<file path="src/rtl/ula_pkg.sv">
// Shared op codes, FSM state encoding and small helpers for the bit-serial ALU.
package ula_pkg;

  localparam logic [2:0] OP_ADD   = 3'b000;
  localparam logic [2:0] OP_SUB   = 3'b001;
  localparam logic [2:0] OP_AND   = 3'b010;
  localparam logic [2:0] OP_OR    = 3'b011;
  localparam logic [2:0] OP_XOR   = 3'b100;
  localparam logic [2:0] OP_NOTA  = 3'b101;
  localparam logic [2:0] OP_CMP   = 3'b110;
  localparam logic [2:0] OP_PASSB = 3'b111;

  localparam logic [1:0] ST_IDLE = 2'd0;
  localparam logic [1:0] ST_RUN  = 2'd1;
  localparam logic [1:0] ST_DONE = 2'd2;

  // SUB and CMP both run A + ~B + 1 through the slice
  function automatic logic op_is_sub(input logic [2:0] op);
    return (op == OP_SUB) || (op == OP_CMP);
  endfunction

endpackage

</file>
<file path="src/rtl/ula_bit_slice.sv">
// One-bit ALU slice: sum/carry, bitwise logic and the LSB-first compare chain.
module ula_bit_slice
  import ula_pkg::*;
(
  input  logic [2:0] i_op,
  input  logic       i_a,
  input  logic       i_b,
  input  logic       i_cin,
  input  logic       i_lt,
  input  logic       i_eq,
  output logic       o_f,
  output logic       o_cout,
  output logic       o_lt,
  output logic       o_eq
);

  logic w_b_eff;
  logic w_sum;
  logic w_diff;

  assign w_b_eff = i_b ^ op_is_sub(i_op);
  assign w_sum   = i_a ^ w_b_eff ^ i_cin;
  assign w_diff  = i_a ^ i_b;

  always_comb begin
    o_f    = 1'b0;
    o_cout = (i_a & w_b_eff) | (i_cin & (i_a ^ w_b_eff));
    // Higher bits override lower ones, so the chain settles on the MSB decision
    o_lt   = (~i_a & i_b) | (~w_diff & i_lt);
    o_eq   = i_eq & ~w_diff;
    case (i_op)
      OP_ADD,
      OP_SUB:   o_f = w_sum;
      OP_AND:   o_f = i_a & i_b;
      OP_OR:    o_f = i_a | i_b;
      OP_XOR:   o_f = w_diff;
      OP_NOTA:  o_f = ~i_a;
      OP_CMP:   o_f = 1'b0;
      OP_PASSB: o_f = i_b;
      default:  o_f = 1'b0;
    endcase
  end

endmodule

</file>
<file path="src/rtl/ula_serial.sv">
// Bit-serial ALU: one reused 1-bit slice, LSB first, WIDTH bit-cycles then a DONE cycle.
// Optional signed compare output menor_s is built when ULA_SIGNED_CMP_EN is defined.
module ula_serial
  import ula_pkg::*;
#(
  parameter int unsigned WIDTH = 8
) (
  input  logic             clock,
  input  logic             reset,
  input  logic             start,
  input  logic [2:0]       op,
  input  logic [WIDTH-1:0] A,
  input  logic [WIDTH-1:0] B,
  output logic [WIDTH-1:0] F,
  output logic             carry,
  output logic             igual,
  output logic             menor,
  output logic             zero,
  output logic             busy,
`ifdef ULA_SIGNED_CMP_EN
  output logic             done,
  output logic             menor_s
`else
  output logic             done
`endif
);

  localparam int unsigned CNT_W = $clog2(WIDTH);

  logic [1:0]       r_state;
  logic [1:0]       w_state_nxt;
  logic             w_accept;
  logic             w_last;

  logic [WIDTH-1:0] r_a;
  logic [WIDTH-1:0] r_b;
  logic [WIDTH-2:0] r_res;
  logic [2:0]       r_op;
  logic             r_c;
  logic             r_lt;
  logic             r_eq;
  logic [CNT_W-1:0] r_cnt;

  logic [WIDTH-1:0] r_f;
  logic             r_carry;
  logic             r_igual;
  logic             r_menor;
  logic             r_zero;
  logic             r_busy;
  logic             r_done;

  logic             w_f;
  logic             w_cout;
  logic             w_lt;
  logic             w_eq;
  logic [WIDTH-1:0] w_res_new;
  logic [WIDTH-1:0] w_f_final;

  ula_bit_slice u_slice (
    .i_op   (r_op),
    .i_a    (r_a[0]),
    .i_b    (r_b[0]),
    .i_cin  (r_c),
    .i_lt   (r_lt),
    .i_eq   (r_eq),
    .o_f    (w_f),
    .o_cout (w_cout),
    .o_lt   (w_lt),
    .o_eq   (w_eq)
  );

  assign w_res_new = {w_f, r_res};
  assign w_f_final = (r_op == OP_CMP) ? '0 : w_res_new;

  always_ff @(posedge clock) begin
    if (reset) r_state <= ST_IDLE;
    else       r_state <= w_state_nxt;
  end

  // Next state; start is only honoured in IDLE or DONE
  always_comb begin
    w_state_nxt = r_state;
    w_accept    = 1'b0;
    w_last      = 1'b0;
    case (r_state)
      ST_IDLE: begin
        if (start) begin
          w_state_nxt = ST_RUN;
          w_accept    = 1'b1;
        end
      end
      ST_RUN: begin
        if (r_cnt == CNT_W'(WIDTH - 1)) begin
          w_state_nxt = ST_DONE;
          w_last      = 1'b1;
        end
      end
      ST_DONE: begin
        if (start) begin
          w_state_nxt = ST_RUN;
          w_accept    = 1'b1;
        end else begin
          w_state_nxt = ST_IDLE;
        end
      end
      default: w_state_nxt = ST_IDLE;
    endcase
  end

  always_ff @(posedge clock) begin
    if (reset) begin
      r_a     <= '0;
      r_b     <= '0;
      r_res   <= '0;
      r_op    <= OP_ADD;
      r_c     <= 1'b0;
      r_lt    <= 1'b0;
      r_eq    <= 1'b1;
      r_cnt   <= '0;
      r_f     <= '0;
      r_carry <= 1'b0;
      r_igual <= 1'b1;
      r_menor <= 1'b0;
      r_zero  <= 1'b1;
      r_busy  <= 1'b0;
      r_done  <= 1'b0;
    end else begin
      r_busy <= (w_state_nxt == ST_RUN);
      r_done <= (w_state_nxt == ST_DONE);
      if (w_accept) begin
        r_a   <= A;
        r_b   <= B;
        r_op  <= op;
        r_c   <= op_is_sub(op);
        r_lt  <= 1'b0;
        r_eq  <= 1'b1;
        r_cnt <= '0;
        r_res <= '0;
      end else if (r_state == ST_RUN) begin
        r_a   <= r_a >> 1;
        r_b   <= r_b >> 1;
        r_c   <= w_cout;
        r_lt  <= w_lt;
        r_eq  <= w_eq;
        r_res <= w_res_new[WIDTH-1:1];
        if (w_last) begin
          r_f     <= w_f_final;
          r_carry <= ((r_op == OP_ADD) || op_is_sub(r_op)) ? w_cout : 1'b0;
          r_igual <= w_eq;
          r_menor <= w_lt;
          r_zero  <= (w_f_final == '0);
        end else begin
          r_cnt <= r_cnt + CNT_W'(1);
        end
      end
    end
  end

`ifdef ULA_SIGNED_CMP_EN
  logic r_menor_s;
  logic w_lt_s;

  // At the MSB bit-cycle differing sign bits decide; equal sign bits defer to the chain
  assign w_lt_s = (r_a[0] & ~r_b[0]) | (~(r_a[0] ^ r_b[0]) & w_lt);

  always_ff @(posedge clock) begin
    if (reset)                            r_menor_s <= 1'b0;
    else if ((r_state == ST_RUN) && w_last) r_menor_s <= w_lt_s;
  end

  assign menor_s = r_menor_s;
`endif

  assign F     = r_f;
  assign carry = r_carry;
  assign igual = r_igual;
  assign menor = r_menor;
  assign zero  = r_zero;
  assign busy  = r_busy;
  assign done  = r_done;

endmodule

</file>
<file path="config.mk">
export PLATFORM = sky130hd
export DESIGN_NAME = ula_serial
export DESIGN_NICKNAME = d
export VERILOG_FILES = /design/src/rtl/ula_pkg.sv /design/src/rtl/ula_bit_slice.sv /design/src/rtl/ula_serial.sv
export SDC_FILE = /design/constraint.sdc
export NUM_CORES = 1
export LEC_CHECK = 0
export CAP_MARGIN = 25
export CORE_AREA = 2 2 69 71
export DETAILED_ROUTE_END_ITERATION = 8
export DIE_AREA = 0 0 71 73
export GPL_ROUTABILITY_DRIVEN = 0
export PLACE_DENSITY = 0.7
export SYNTH_ARGS = -nofsm -noshare
export SYNTH_HDL_FRONTEND = slang
export SYNTH_SLANG_ARGS = --single-unit
</file>
<file path="constraint.sdc">
create_clock -name clock -period 5.6 [get_ports clock]
set_input_delay 1.12 -clock clock [delete_from_list [all_inputs] [get_ports clock]]
set_output_delay 1.12 -clock clock [all_outputs]
set_load 0.005 [all_outputs]
</file>
### After elaboration in Yosys (flattened, before gate mapping)

Cells that the tools add are included.

| storage, ports and cells | value |
|---|---|
| memories | 0 |
| input port bits | 22 |
| bits in latches | 0 |
| logic and storage cells | 77 |
| memory bits (read-only) | 0 |
| register bits | 48 |
| memory bits (writable) | 0 |

| operators by class | value |
|---|---|
| bitwise logic cells | 17 |
| muxes and demuxes | 17 |
| $mul | 0 |
| equality and inequality tests | 14 |
| divide/modulo/power cells | 0 |
| add/sub/neg operators | 1 |
| order comparisons | 0 |
| shifts and indexed selects | 0 |
| reduce and logical (&&, ||, !) cells | 12 |

Operators by type and width:

| kind | number |
|---|---|
| 8-bit 2-to-1 mux | 5 |
| 3-bit equality test, second input constant | 6 |
| 8-bit zero test | 1 |
| 1-bit 2-to-1 mux | 8 |
| 1-bit one-hot mux with 7 select lines | 1 |
| 1-bit AND | 6 |
| 3-bit by 1-bit equality test with 1-bit output, second input constant | 2 |
| 3-bit by 2-bit equality test with 1-bit output, second input constant | 2 |
| 2-bit one-hot mux with 3 select lines | 1 |
| 2-bit OR reduction | 3 |
| 2-bit by 1-bit equality test with 1-bit output, second input constant | 2 |
| 2-bit equality test, second input constant | 2 |
| 2-bit 2-to-1 mux | 2 |
| 1-bit inverter | 4 |
| 1-bit bitwise XOR | 4 |
| 3-bit by 1-bit adder with 3-bit output, second input constant | 1 |
| 3-bit zero test | 1 |
| 1-bit logical OR | 3 |
| 1-bit bitwise OR | 3 |
| 3-bit AND reduction | 1 |
| 2-bit zero test | 1 |
| 2-bit AND reduction | 1 |
| 2-bit nonzero test | 1 |

### Logic depth before layout (Yosys ltp)

| depth | value |
|---|---|
| depth in word-level cells | 8 |
| gate-level depth with buffers | 8 |
| depth with buffers taken out | 8 |

### By module

A second synthesis with hierarchy kept.

| second synthesis, totals | value |
|---|---|
| cell total of the unflattened synthesis | 252 |
| area, all modules | 2108.3 µm² |

Modules (own cells, without submodules):

| module | area an instance (µm²) | cells each | times used |
|---|---|---|---|
| ula_serial | 1943.1 | 229 | 1 |
| ula_bit_slice | 165.2 | 23 | 1 |

### Least setup slack after synthesis

No wires, ideal clock.

| path | value |
|---|---|
| path kind | flip-flop to flip-flop |
| start | reg r_op[0] |
| end | reg r_zero, in the netlist zero |
| arrival time | 1.966 ns |
| required time | 5.478 ns |
| path slack | 3.512 ns |
| stages on the path, launching flop included | 9 |
| cell sequence | dfxtp_1 -> and3b_4 -> a21oi_1 -> xnor2_1 -> fa_1 -> nor2_1 -> nor2_1 -> a32o_1 -> a221o_1 |

| between the ends | value |
|---|---|
| longest elaborated chain between the ends | 8 |
| elaborated cells on any way between the ends | 16 |

RTL lines:

| what | line | source |
|---|---|---|
| from (decl) | ula_serial.sv:38 | `logic [2:0] r_op;` |
| from (signal assigned) | ula_serial.sv:133 | `r_op <= op;` |
| 3-bit by 1-bit equality test with 1-bit output / 3-bit equality test (equally long branches) | ula_pkg.sv:19, ula_bit_slice.sv:31, ula_serial.sv:73 |  |
| 1-bit logical OR | ula_pkg.sv:19 | `return (op == OP_SUB) \|\| (op == OP_CMP);` |
| 1-bit bitwise XOR | ula_bit_slice.sv:21 | `assign w_b_eff = i_b ^ op_is_sub(i_op);` |
| 1-bit bitwise XOR (2 in series) | ula_bit_slice.sv:22 | `assign w_sum = i_a ^ w_b_eff ^ i_cin;` |
| 1-bit one-hot mux with 7 select lines | ula_bit_slice.sv:31 | `case (i_op)` |
| 8-bit 2-to-1 mux (*) | ula_serial.sv:73 | `assign w_f_final = (r_op == OP_CMP) ? '0 : w_res_new;` |
| 8-bit zero test (*) | ula_serial.sv:151 | `r_zero <= (w_f_final == '0);` |
| to (signal assigned) | ula_serial.sv:151 |  |
| to (decl) | ula_serial.sv:48 | `logic r_zero;` |

Every way passes the cells marked *; elsewhere a longest branch is shown, timed or not.
A chain may end at the register's enable or synchronous reset.

### Worst setup path in the final report

| path | value |
|---|---|
| start | in start |
| end | reg r_res[6] |

| between the ends | value |
|---|---|
| longest elaborated chain between the ends | 3 |

RTL lines:

| what | line | source |
|---|---|---|
| from (decl) | ula_serial.sv:10 | `input logic start,` |
| 1-bit 2-to-1 mux | ula_serial.sv:87, ula_serial.sv:99 |  |
| 1-bit 2-to-1 mux | - |  |
| 2-bit OR reduction (no source line) | - |  |
| to (signal assigned) | ula_serial.sv:145 | `r_res <= w_res_new[WIDTH-1:1];` |
| to (decl) | ula_serial.sv:37 | `logic [WIDTH-2:0] r_res;` |

No other way between the ends.

==> results_dict.tcl <==
set metrics [dict create \
    ys_ff_latch 48 \
    cp_max_fo 27 \
    layout.cells.non_filler 319 \
    synthAdderAreaFrac_pct 4.15 \
    ir_drop_uv 174 \
    m1WireLength_mm 1.90 \
    min_from "r_eq$_SDFFE_PP1P_" \
    core_region_area_sq_um 4540 \
    p_int_mw 0.492 \
    slowest_delay_ps 660 \
    tightestPinTransition_ps 925 \
    clockBufferDepth 2 \
    totalNegativeSetupSlack_ps 0 \
    dpl.hpwl_mm 2.63 \
    syn2layout_area_growth_pct 22.2 \
    syn_inst 236 \
    cts_root_buf "clkbuf_8" \
    power_density_nw_per_um2 269 \
    grt_pass1_wl_mm 6.93 \
    port_buffers 35 \
    ctsHoldBuffers 0 \
    drt_iter0_markers 120 \
    grt_max_degree 40 \
    yosysWarnings 0 \
    worst-setup-path-type "input pin to flop" \
    gr-usage-all-layers_pct 17.1 \
    drt-total-wl_mm 3.92 \
    endpoint_kind "flop" \
    hold_viol_final 0 \
    grt_pass1_vias 1559 \
    postCtsSetupBuffers 0 \
    worstPathArrival_ps 2960 \
    wl_met2_mm 1.77 \
    ys_seq_area_share_pct 48.3 \
    dp_cells 311 \
    antenna_found_initial 0 \
    max_slew_margin_pct 38.3 \
    cp_common_cell "nand2b_1" \
    slowest_stage "nand2b_1" \
    avgRoutedWirePerCell_microns 12.3 \
    period_minus_slack_ps 2740 \
    synth_area_per_cell_sq_um 8.43 \
    synth_simple_gate_area_share_pct 23.5 \
    final_cell_mix "nand2_1 (52), dfxtp_1 (48), nor2_1 (36)" \
    finalCritPeriodShare_pct 49.0 \
    min_path_type "flop to flop" \
    seq_area_sq_um 961 \
    crit_buf_inv 1 \
    power.leakage_nw 0.862 \
    highest_layer "met4" \
    cts.sink_count 48 \
    worstPathCellList "clkdlybuf4s50_1 -> nand2b_1 -> nand2b_1 -> o31ai_1" \
    finalMaxSlewViolations 0 \
    route.met3.wl_microns 129 \
    die_area_sq_um 5180 \
    ant_nets 0 \
    rsz0062_at_grt "no" \
    rows 25 \
    initial_utilization_pct 43.9 \
    clkPwrFrac_pct 32.0 \
    synth_area_sq_um 1990 \
    cts_made_buffers 5 \
    required_ps 5820 \
    diodes 0 \
    r2r-start "r_op[0]$_SDFFE_PP0P_" \
    ys.flop_type "dfxtp_1" \
    vias 1679 \
    drive_gt1_share_pct 3.77 \
    die_height_microns 73 \
    synth_edf_count 0 \
    startpoint "start" \
    yosysUniqueCellTypes 34 \
    nFillCells 440 \
    startpoint_type "input pin" \
    remaining_drc_errors 0 \
    synth_compound_area_share_pct 18.4 \
    syn_nets 264 \
    seq_power_share_pct 55.9 \
    status "complete, no violations" \
    first_pass_iters 4 \
    synth_xor_area_share_pct 0.880 \
    insertion_delay_ps 300 \
    synth_top_family_by_area "simple AND/OR/NAND/NOR gates" \
    power_switching_mw 0.161 \
    cap_viol_max_count 0 \
    cts.clk_slew.worst_paths_ps 80 \
    nets 292 \
    synthArstFlopShare_pct 0 \
    cts_max_level 2 \
    fp.dieW_microns 71 \
    pwr-share-comb_pct 12.2 \
    viasPerCell 5.26 \
    multi_input_area_sq_um 945 \
    clock_skew_ps 6.67 \
    fmax_mhz 364 \
    final_common_cell "nand2_1" \
    cts-resized-gates 0 \
    switching_share_pct 24.7 \
    synth_mux_area_share_pct 0.503 \
    cts_tree "built" \
    setup_viol 0 \
    ios 36 \
    crit_family "simple AND/OR/NAND/NOR gates" \
    gr-total-overflow 0 \
]
==> cell families after synthesis <==
logic type,after synthesis
fa+ha+maj,6
compound gates,53
buf+inv,18
xor+xnor,2
flops,48
simple gates,108
mux,1
==> layout make-up <==
cell class | instances | area share, %
flip-flops and latches | 48 | 39.5
clock buffers | 8 | 3.70
multi-input cells | 170 | 38.8
repair buffers | 36 | 14.7
well taps | 54 | 2.78
inverters | 3 | 0.463
==> layer usage <==
metal	up-vias	global-route usage [%]
met1	772	20.8
li1	868	-
met3	11	4.97
met4	0	8.81
met2	28	27.5
met5	-	0
==> registers in the layout, summed over array words and instances, names as in the netlist, 2 cells and up <==
register / cells
F: 8
r_a: 8
r_b: 8
r_cnt: 3
r_op: 3
r_res: 7
r_state: 2
==> path summary, 6_finish.rpt <==
kind	endpoint	slack, ps	cells past startpoint
min	r_eq$_SDFFE_PP1P_	450	2
min reg2reg	r_eq$_SDFFE_PP1P_	450	2
max	r_res[6]$_SDFFE_PP0P_	2860	4
max reg2reg	zero$_SDFFE_PP1P_	3380	8
==> power groups by stage <==
| stage | logic (mW) | registers, mW | clock network [mW] |
|---|---|---|---|
| finish | 0.0795 | 0.365 | 0.209 |
| CTS | 0.0803 | 0.365 | 0.215 |
| global placement | 0.0794 | 0.373 | 0 |
| detailed placement | 0.0800 | 0.373 | 0 |
| floorplan | 0.0563 | 0.371 | 0 |
| global route | 0.0919 | 0.367 | 0.230 |
==> worst register-to-register path, cell delays in order (launching register included) <==
cell and delay [ps]:
dfxtp_1 440, and3b_4 260, a21oi_1 150, xnor2_1 160
fa_1 440, nor2_1 100, nor2_1 40, a32o_1 250
a221o_1 290
==> cells in the mapped netlist (3+ instances only) <==
cell | number | area share, %
nor3_1 | 4 | 1.0
nand2b_1 | 4 | 1.3
a22oi_1 | 12 | 4.5
clkbuf_1 | 5 | 0.94
nor2_1 | 36 | 6.8
o21ai_0 | 3 | 0.75
a311oi_1 | 11 | 4.8
inv_1 | 3 | 0.57
buf_2 | 5 | 1.3
o211ai_1 | 3 | 1.1
a21oi_1 | 18 | 4.5
buf_4 | 3 | 1.1
dfxtp_1 | 48 | 48
nand2_1 | 52 | 9.8
ha_1 | 5 | 3.1
==> stage by stage <==
stage / worst slack, ps / power (mW) / hold slack, ps / cell area [sq um] / util (%)
2_1_floorplan: 3510 / 0.427 / 414 / 1990 / -
6_report: 2860 / 0.653 / 447 / 2430 / 53.6
4_1_cts: 2870 / 0.660 / 447 / 2430 / 53.6
5_1_grt: 2650 / 0.689 / 472 / 2430 / 53.6
3_5_place_dp: 2550 / 0.453 / 435 / 2340 / 51.6
3_3_place_gp: 2560 / 0.452 / 430 / 2340 / 51.6
Power figures use the tool's default switching activity.
